[src/rtl/mem_pkg.sv]
// Shared definitions for the MEM stage: funct3 access codes and the access FSM states.
package mem_pkg;

    localparam logic [2:0] F3_B  = 3'b000;
    localparam logic [2:0] F3_H  = 3'b001;
    localparam logic [2:0] F3_W  = 3'b010;
    localparam logic [2:0] F3_BU = 3'b100;
    localparam logic [2:0] F3_HU = 3'b101;

    typedef enum logic [1:0] {
        IDLE = 2'd0,
        BUSY = 2'd1,
        DONE = 2'd2
    } mem_state_e;

endpackage

[src/rtl/mem_load_align.sv]
// Load data extraction: picks the addressed byte/half out of the read word and
// sign- or zero-extends it according to funct3.
module mem_load_align
    import mem_pkg::*;
(
    input  logic [31:0] word,
    input  logic [1:0]  byte_off,
    input  logic [2:0]  funct3,
    output logic [31:0] load_data
);

    logic [31:0] shifted;

    always_comb begin
        shifted   = word >> {byte_off, 3'b000};
        load_data = shifted;
        case (funct3)
            F3_B:    load_data = {{24{shifted[7]}}, shifted[7:0]};
            F3_BU:   load_data = {24'h000000, shifted[7:0]};
            F3_H:    load_data = {{16{shifted[15]}}, shifted[15:0]};
            F3_HU:   load_data = {16'h0000, shifted[15:0]};
            default: load_data = shifted;
        endcase
    end

endmodule

[src/rtl/mem_stage.sv]
// MEM stage of the 5-stage RISC-V core: data-memory req/ack handshake, store lane
// alignment, load extension and the MEM/WB register. Define MEM_TIMEOUT_EN to abort stuck accesses.
module mem_stage
    import mem_pkg::*;
#(
    parameter int TIMEOUT_CYCLES = 255
) (
    input  logic        clk,
    input  logic        rst,
    input  logic        MEM_Memread,
    input  logic        MEM_Memwrite,
    input  logic        MEM_Memtoreg,
    input  logic        MEM_Regwrite,
    input  logic        MEM_RDsrc,
    input  logic [31:0] MEM_pc_to_reg,
    input  logic [31:0] MEM_alu_out,
    input  logic [31:0] MEM_forward_rs2_data,
    input  logic [4:0]  MEM_rd_addr,
    input  logic [2:0]  MEM_funct3,
    output logic        dm_req,
    output logic        dm_we,
    output logic [31:0] dm_addr,
    output logic [3:0]  dm_wstrb,
    output logic [31:0] dm_wdata,
    input  logic        dm_ack,
    input  logic [31:0] dm_rdata,
    output logic        mem_stall,
    output logic        misalign,
    output logic        WB_Regwrite,
    output logic [4:0]  WB_rd_addr,
    output logic [31:0] WB_rd_data
);

    mem_state_e  state_q, state_d;
    logic [31:0] rdata_q, rdata_d;
    logic        wb_regwrite_q, wb_regwrite_d;
    logic [4:0]  wb_rd_addr_q, wb_rd_addr_d;
    logic [31:0] wb_rd_data_q, wb_rd_data_d;

    logic        memop;
    logic        is_store;
    logic        misaligned;
    logic        misalign_req;
    logic        expired;
    logic        abort;
    logic [1:0]  byte_off;
    logic [1:0]  acc_size;
    logic [31:0] load_data;
    logic [31:0] result;

    // A load and store flagged together is handled as a load.
    assign byte_off   = MEM_alu_out[1:0];
    assign acc_size   = MEM_funct3[1:0];
    assign memop      = MEM_Memread | MEM_Memwrite;
    assign is_store   = MEM_Memwrite & ~MEM_Memread;
    assign misaligned = ((acc_size == F3_H[1:0]) && byte_off[0]) ||
                        ((acc_size == F3_W[1:0]) && (byte_off != 2'b00));

    assign dm_addr = {MEM_alu_out[31:2], 2'b00};
    assign dm_we   = is_store;

    always_comb begin
        dm_wstrb = 4'b1111;
        dm_wdata = MEM_forward_rs2_data;
        case (acc_size)
            F3_B[1:0]: begin
                dm_wstrb = 4'b0001 << byte_off;
                dm_wdata = {4{MEM_forward_rs2_data[7:0]}};
            end
            F3_H[1:0]: begin
                dm_wstrb = 4'b0011 << byte_off;
                dm_wdata = {2{MEM_forward_rs2_data[15:0]}};
            end
            default: ;
        endcase
        if (!is_store) begin
            dm_wstrb = 4'b0000;
        end
    end

`ifdef MEM_TIMEOUT_EN
    localparam int CNT_W = ($clog2(TIMEOUT_CYCLES + 1) > 8) ? $clog2(TIMEOUT_CYCLES + 1) : 8;

    logic [CNT_W-1:0] cnt_q, cnt_d;
    logic             timeout_q, timeout_d;

    assign expired = (cnt_q == CNT_W'(TIMEOUT_CYCLES - 1));
    assign abort   = timeout_q;

    // The counter only runs while waiting in BUSY; timeout_q marks the aborted DONE cycle.
    always_comb begin
        cnt_d     = '0;
        timeout_d = 1'b0;
        if (state_q == BUSY && !dm_ack) begin
            cnt_d     = cnt_q + 1'b1;
            timeout_d = expired;
        end
    end

    always_ff @(posedge clk) begin
        if (!rst) begin
            cnt_q     <= '0;
            timeout_q <= 1'b0;
        end else begin
            cnt_q     <= cnt_d;
            timeout_q <= timeout_d;
        end
    end
`else
    assign expired = 1'b0;
    assign abort   = 1'b0;
`endif

    // Handshake FSM; all combinational controls are forced low while reset is asserted.
    always_comb begin
        state_d      = state_q;
        dm_req       = 1'b0;
        mem_stall    = 1'b0;
        misalign_req = 1'b0;
        if (rst) begin
            case (state_q)
                IDLE: begin
                    if (memop) begin
                        if (misaligned) begin
                            misalign_req = 1'b1;
                        end else begin
                            dm_req    = 1'b1;
                            mem_stall = 1'b1;
                            state_d   = dm_ack ? DONE : BUSY;
                        end
                    end
                end
                BUSY: begin
                    dm_req    = 1'b1;
                    mem_stall = 1'b1;
                    if (dm_ack || expired) begin
                        state_d = DONE;
                    end
                end
                DONE:    state_d = IDLE;
                default: state_d = IDLE;
            endcase
        end
    end

    assign misalign = misalign_req | (rst & (state_q == DONE) & abort);
    assign rdata_d  = (dm_req && dm_ack) ? dm_rdata : rdata_q;

    mem_load_align u_load_align (
        .word      (rdata_q),
        .byte_off  (byte_off),
        .funct3    (MEM_funct3),
        .load_data (load_data)
    );

    always_comb begin
        result = MEM_RDsrc ? MEM_pc_to_reg : MEM_alu_out;
        if (MEM_Memtoreg) begin
            result = load_data;
        end
    end

    // A stall inserts a bubble; misaligned or aborted accesses never write rd.
    always_comb begin
        wb_regwrite_d = 1'b0;
        wb_rd_addr_d  = wb_rd_addr_q;
        wb_rd_data_d  = wb_rd_data_q;
        if (!mem_stall) begin
            wb_regwrite_d = MEM_Regwrite & ~misalign;
            wb_rd_addr_d  = MEM_rd_addr;
            wb_rd_data_d  = result;
        end
    end

    always_ff @(posedge clk) begin
        if (!rst) begin
            state_q       <= IDLE;
            rdata_q       <= '0;
            wb_regwrite_q <= 1'b0;
            wb_rd_addr_q  <= '0;
            wb_rd_data_q  <= '0;
        end else begin
            state_q       <= state_d;
            rdata_q       <= rdata_d;
            wb_regwrite_q <= wb_regwrite_d;
            wb_rd_addr_q  <= wb_rd_addr_d;
            wb_rd_data_q  <= wb_rd_data_d;
        end
    end

    assign WB_Regwrite = wb_regwrite_q;
    assign WB_rd_addr  = wb_rd_addr_q;
    assign WB_rd_data  = wb_rd_data_q;

endmodule

[config.mk]
export PLATFORM = sky130hd
export DESIGN_NAME = mem_stage
export DESIGN_NICKNAME = d
export VERILOG_FILES = /design/src/rtl/mem_pkg.sv /design/src/rtl/mem_load_align.sv /design/src/rtl/mem_stage.sv
export SDC_FILE = /design/constraint.sdc
export NUM_CORES = 1
export LEC_CHECK = 0
export CAP_MARGIN = 40
export CORE_MARGIN = 2
export CORE_UTILIZATION = 34
export CTS_CLUSTER_DIAMETER = 200
export DETAILED_ROUTE_END_ITERATION = 12
export GPL_ROUTABILITY_DRIVEN = 0
export PLACE_DENSITY = 0.7
export SYNTH_ARGS = -nofsm -noshare
export SYNTH_HDL_FRONTEND = slang
export SYNTH_SLANG_ARGS = --single-unit
[constraint.sdc]
create_clock -name clk -period 3.57 [get_ports clk]
set_clock_uncertainty 0.1 [all_clocks]
set_input_delay 0.8925 -clock clk [delete_from_list [all_inputs] [get_ports clk]]
set_output_delay 0.8925 -clock clk [all_outputs]
set_load 0.02 [all_outputs]
==> results of run 1 <==
per-stage QoR:
step | setup slack (ns) | util, % | hold WS, ns | std cells
after global routing | 0.01725 | 54.67 | 0.3889 | 929
after global placement | -0.3059 | 52.28 | 0.3464 | 909
after floorplan | 0.1185 | - | 0.3341 | 538
final | 0.05898 | 54.67 | 0.3595 | 929
after detailed placement | -0.3167 | 52.39 | 0.3475 | 910
after CTS | 0.001294 | 54.47 | 0.3582 | 926
what timing repair did:
item                                    CTS  global route
resized for setup                        29            11
endpoints found under the setup margin   22            14
hold endpoints to repair                  0             0
setup buffers                             0             3
worst min path at each step:
stage | slack [ns] | cells after the start | to | start
4_1_cts | 0.36 | 2 | rdata_q[10] | rdata_q[10]
5_1_grt | 0.39 | 2 | WB_rd_data[22] | WB_rd_data[22]
2_1_floorplan | 0.33 | 2 | rdata_q[0] | rdata_q[0]
3_5_place_dp | 0.35 | 2 | rdata_q[10] | rdata_q[10]
6_report | 0.36 | 2 | rdata_q[10] | rdata_q[10]
3_3_place_gp | 0.35 | 2 | rdata_q[10] | rdata_q[10]
final cells by class:
cell class	count	area [sq um]
flip-flops and latches	72	1441
clock inverters	6	67.56
inverters	23	86.33
clock buffers	10	239.0
repair buffers	280	2719
multi-input cells	358	2810
well taps	180	225.2
fillers	1274	6292
registers in the layout (all words and copies together) (netlist names):
signal	count
WB_Regwrite	1
WB_rd_data	32
state_q	2
WB_rd_addr	5
rdata_q	32
cells by family after synthesis:
logic type      after synthesis  share of synthesized area, %
compound gates              117                         24.38
buf+inv                     108                         12.44
flops                        72                         29.84
mux                          94                         19.90
other cells                   1                       0.07765
simple gates                145                         13.37
cell usage in the layout (no fill, tap or decap), types with 3 or more instances in the layout:
cell type / instances
mux2i_1: 78
dfxtp_1: 72
dlygate4sd2_1: 20
o21ai_0: 10
nor2_1: 20
clkbuf_16: 9
nand2_1: 92
mux2_2: 16
dlymetal6s2s_1: 3
o2bb2ai_1: 8
a221oi_2: 8
buf_2: 4
nor2b_1: 20
a211oi_1: 17
inv_1: 22
a22o_1: 12
nand2b_1: 3
a21oi_1: 5
a21o_1: 7
a211oi_2: 8
a31o_2: 6
clkdlybuf4s50_1: 223
buf_4: 25
a32o_1: 7
o32ai_2: 17
metal layers:
metal | vias to the layer above | part of all wire (%) | global-route usage [%] | wire, um
li1 | 2279 | - | - | -
met1 | 2174 | 44 | 27.08 | 7037
met2 | 187 | 48 | 33.76 | 7648
met3 | 23 | 6.7 | 3.782 | 1073
met4 | 0 | 2.0 | 5.895 | 325
met5 | - | 0 | 0 | 0
worst register-to-register path, delay by kind of cell, from the launching register on:
kind / cells / cell delay, ns
DFF: 1 / 0.32
and+or+nand+nor: 1 / 0.45
AOI/OAI and AO/OA: 3 / 0.84
buffers and inverters: 1 / 0.16
power breakdown:
part,switching (mW),internal (mW)
sequential,0.0477,0.867
combinational,0.424,0.445
clock,0.353,0.562
total,0.824,1.87
==> results.toml, run 1 <==
[cts]
tritoncts = "built"
htree_levels = 3
clockBufferDepth = 2
cts.sinks = 72
cts_made_buffers = 9
worstSkewPairLatency_ns = 0.33
clk_pin_slew_ns = 0.06
hold_buffers = 0
clockRootBuffer = "clkbuf_16"

[floorplanning]
core-area_sq_um = 13880
core.rowCount = 43
die_h_um = 123.2
dieArea_sq_um = 15170
io_pins = 254
die_w_um = 123.2
start_util_pct = 34.79

[detailed_routing]
vias_per_cell = 5.019
via_count = 4663
drt_iter0_markers = 297
wire_per_inst_um = 17.31
wirelength_um = 16080
antenna_left = 0
drc = 0
drtPass1Iterations = 6

[sta]
max_freq_ghz = 0.2848
finalCriticalPeriod_ns = 3.511
finalSetupViolCount = 0
maxSlewViolCount = 0
finalSetupTns_ns = 0
hold_viol_final = 0
finalCritPeriodShare_pct = 98.35
tightest_slew_ns = 0.8337
slew_headroom_pct = 44.42
grt_setup_unrepaired = "no"

[place]
dp_hpwl_um = 12590
dpl_cell_area_sq_um = 7272
io_buffers = 251

[global_routing]
antenna_found_initial = 0
grt_max_degree = 67
first_global_vias = 4510
grt_usage_pct = 20.40
grt_overflow = 0
grt_pass1_wl_um = 23880

[power_and_ir_drop]
power_mw = 2.697
p_per_area_nw_per_um2 = 355.4
vdd_drop_max_v = 0.0002061
leakage_nw = 3.066

[layout]
diodes = 0
num-nets-final = 888
syn_to_final_growth_pct = 57.12
final_layout_size_suffix_gt1_share_pct = 15.22
fin_area_sq_um = 7589

[synthesis]
synth_async_sr_flop_share_pct = 0
ys_types = 42
synthTopCellsByArea = "dfxtp_1 (30%), mux2i_1 (16%), nand2_1 (7.2%), buf_4 (6.5%), o32ai_2 (5.7%)"
synth_edf_count = 0
synth_cells = 537
avgSynthCellArea_sq_um = 8.994
synth_most_common_cell = "nand2_1"
post-synth-top-area-fraction_pct = 29.84
synth_area_sq_um = 4830
synth.largest_area_cell = "dfxtp_1"
synth_commonest_cells = "nand2_1 (92), mux2i_1 (78), dfxtp_1 (72)"
synth_seq_area_share_pct = 29.84
synthFlopType = "dfxtp_1"
ys_ff_latch = 72
ys.warnings.count = 0

[critical_path]
slowest_delay_ns = 0.65
worst_path_max_delay_cell = "clkdlybuf4s50_1"
cpMostUsedCell = "clkdlybuf4s50_1"
end_kind = "output pin"
crit_path_start = "MEM_alu_out[1]"
path_max_fanout = 23
path_delay_family = "buffers and inverters"
r2r_start = "state_q[1]"
crit_end = "dm_wstrb[1]"
worstSetupPathType = "in2out"
rr_endpoint = "WB_rd_data[8]"
crit_chain = "clkdlybuf4s50_1 > buf_8 > o21bai_1 > a21oi_1 > clkdlybuf4s50_1"
required_ns = 2.58
worstPathArrival_ns = 2.52
worst-r2r-setup-slack_ns = 1.58
r2r.worst_path.cells = 5
crit_cells = 5
crit_buf_inv = 3
cp-start-kind = "input pin"

[status]
outcome = "finished clean"

[min_path]
hold_path.class = "reg2reg"

[flow_run]
max-cap-violations = 0
No activity file was read; power rests on OpenSTA's default activity.
==> run 2, diff against run 1 <==
--- a/config.mk
+++ b/config.mk
@@ -6,7 +6,7 @@
 export NUM_CORES = 1
 export LEC_CHECK = 0
 export CAP_MARGIN = 40
-export CORE_MARGIN = 2
+export CORE_MARGIN = 4
 export CORE_UTILIZATION = 34
 export CTS_CLUSTER_DIAMETER = 200
 export DETAILED_ROUTE_END_ITERATION = 12
==> run 2 against run 1 <==
Via count shrank 0.21%. Routed wire length grew 2.3%. Sequential power is essentially flat.
==> results.toml, run 2 (synthesis gave the netlist of run 1 again) <==
[status]
outcome = "finished clean"

[global_routing]
grt_usage_pct = 19.67
first_global_vias = 4760
grt_overflow = 0
antenna_found_initial = 0
grt_pass1_wl_um = 25870
grt_max_degree = 67

[min_path]
hold_path.class = "reg2reg"
hp-start = "rdata_q[11]"
hold-path-cell-count = 2
whs_endpoint = "rdata_q[11]"

[cts]
hold_buffers = 0
cts.sinks = 72
post_cts_buffers = 0
cts_made_buffers = 9
tritoncts = "built"
clk_pin_slew_ns = 0.05
clockBufferDepth = 2
worstSkewPairLatency_ns = 0.33
htree_levels = 3
clockRootBuffer = "clkbuf_16"

[critical_path]
r2r_start = "state_q[1]"
crit_chain = "dlygate4sd2_1 > buf_4 > buf_12 > buf_4 > mux2_2 > clkdlybuf4s50_1"
worstPathArrival_ns = 2.55
cp-start-kind = "input pin"
end_kind = "output pin"
required_ns = 2.58
r2r.worst_path.cells = 5
worst-r2r-setup-slack_ns = 1.61
worst_path_max_delay_cell = "clkdlybuf4s50_1"
path_max_fanout = 12
cpMostUsedCell = "buf_4"
slowest_delay_ns = 0.55
worstSetupPathType = "in2out"
rr_endpoint = "WB_rd_data[11]"

[sta]
grt_setup_unrepaired = "yes"
finalCritPeriodShare_pct = 99.29
hold_viol_final = 0
tightest_slew_ns = 0.8193
finalSetupViolCount = 0
max_freq_ghz = 0.2821
finalCriticalPeriod_ns = 3.545
slew_headroom_pct = 45.38
maxSlewViolCount = 0
finalSetupTns_ns = 0
holdWs_ns = 0.3552

[layout]
most-common-layout-cells = "clkdlybuf4s50_1 (224), nand2_1 (92), mux2i_1 (78), dfxtp_1 (72), inv_1 (22)"
final_cells = 925
final_common_cell = "clkdlybuf4s50_1"
multi_input_area_sq_um = 2813
num-nets-final = 885
final_layout_size_suffix_gt1_share_pct = 14.90
regArea_sq_um = 1441
num-fill-cells = 1215
diodes = 0
syn_to_final_growth_pct = 58.83

[detailed_routing]
antenna_left = 0
wire_per_inst_um = 17.80
wirelength_um = 16460
vias_per_cell = 5.030
drt_iter0_markers = 243
drtPass1Iterations = 8
drc = 0
via_count = 4653

[floorplanning]
start_util_pct = 34.79
core-area_sq_um = 13880
die_h_um = 127.2
io_pins = 254
die_w_um = 127.2
core.rowCount = 43
dieArea_sq_um = 16180

[place]
dp_hpwl_um = 13050
dp_cells = 910
io_buffers = 251

[flow_run]
max-cap-violations = 0

[power_and_ir_drop]
vdd_drop_max_v = 0.0002497
p_per_area_nw_per_um2 = 375.4
leakage_nw = 3.145
## run 2: cell count changes in the layout (fill, tap and decap cells not counted), sizes merged, moves of 2 or more
cell          delta
bufinv           +3
dlygate4sd2      -8
buf              -3
clkbuf           -2
dlymetal6s2s     +7
## run 2: timing repair
item | in CTS | in global routing
endpoints found under the hold margin | 0 | 0
endpoints found under the setup margin | 29 | 21
gates resized for setup | 26 | 15
## run 2: worst max-delay path by stage
stage / startpoint / endpoint / slack, ns / cells after the start
finish: MEM_funct3[1] / dm_wdata[16] / 0.03 / 6
global route: MEM_funct3[1] / dm_wdata[16] / -0.01 / 6
CTS: MEM_alu_out[0] / dm_wstrb[0] / 0.007 / 7
detailed placement: MEM_funct3[0] / dm_req / -0.35 / 6
global placement: MEM_funct3[0] / dm_req / -0.32 / 6
floorplan: MEM_alu_out[0] / mem_stall / 0.12 / 8
## run 2: per-stage QoR
step | instance area [sq um] | util, % | setup WS, ns | power (mW)
after floorplan | 4833 | - | 0.1185 | 1.402
after global placement | 7269 | 52.37 | -0.3206 | 1.796
after detailed placement | 7281 | 52.45 | -0.3478 | 1.814
after CTS | 7626 | 54.94 | 0.007383 | 2.904
after global routing | 7671 | 55.26 | -0.01081 | 2.992
final | 7671 | 55.26 | 0.02530 | 2.880
## run 2: area by class of cell
class	count	area share, %
Inverter	23	1.125
Clock inverter	6	1.729
Multi-Input combinational cell	358	36.67
Tap cell	180	2.936
Clock buffer	9	2.936
Sequential cell	72	18.79
Timing Repair Buffer	277	35.82
## run 2: critical path: cells and delay by family
family,cells,cell delay (ns)
buffers and inverters,5,1.31
multiplexers,1,0.34
## run 2: per-layer routing
layer	wire length [um]	share of wire (%)	global-route usage [%]	vias to the layer above
met5	0	0	0	-
li1	-	-	-	2280
met4	225	1.4	4.858	0
met1	7212	44	25.53	2194
met2	8052	49	33.97	162
met3	970	5.9	3.428	17
## run 2: power by group
part	switching [mW]	total, mW	internal, mW
clock	0.343	1.09	0.748
sequential	0.0468	0.913	0.867
combinational	0.425	0.876	0.451
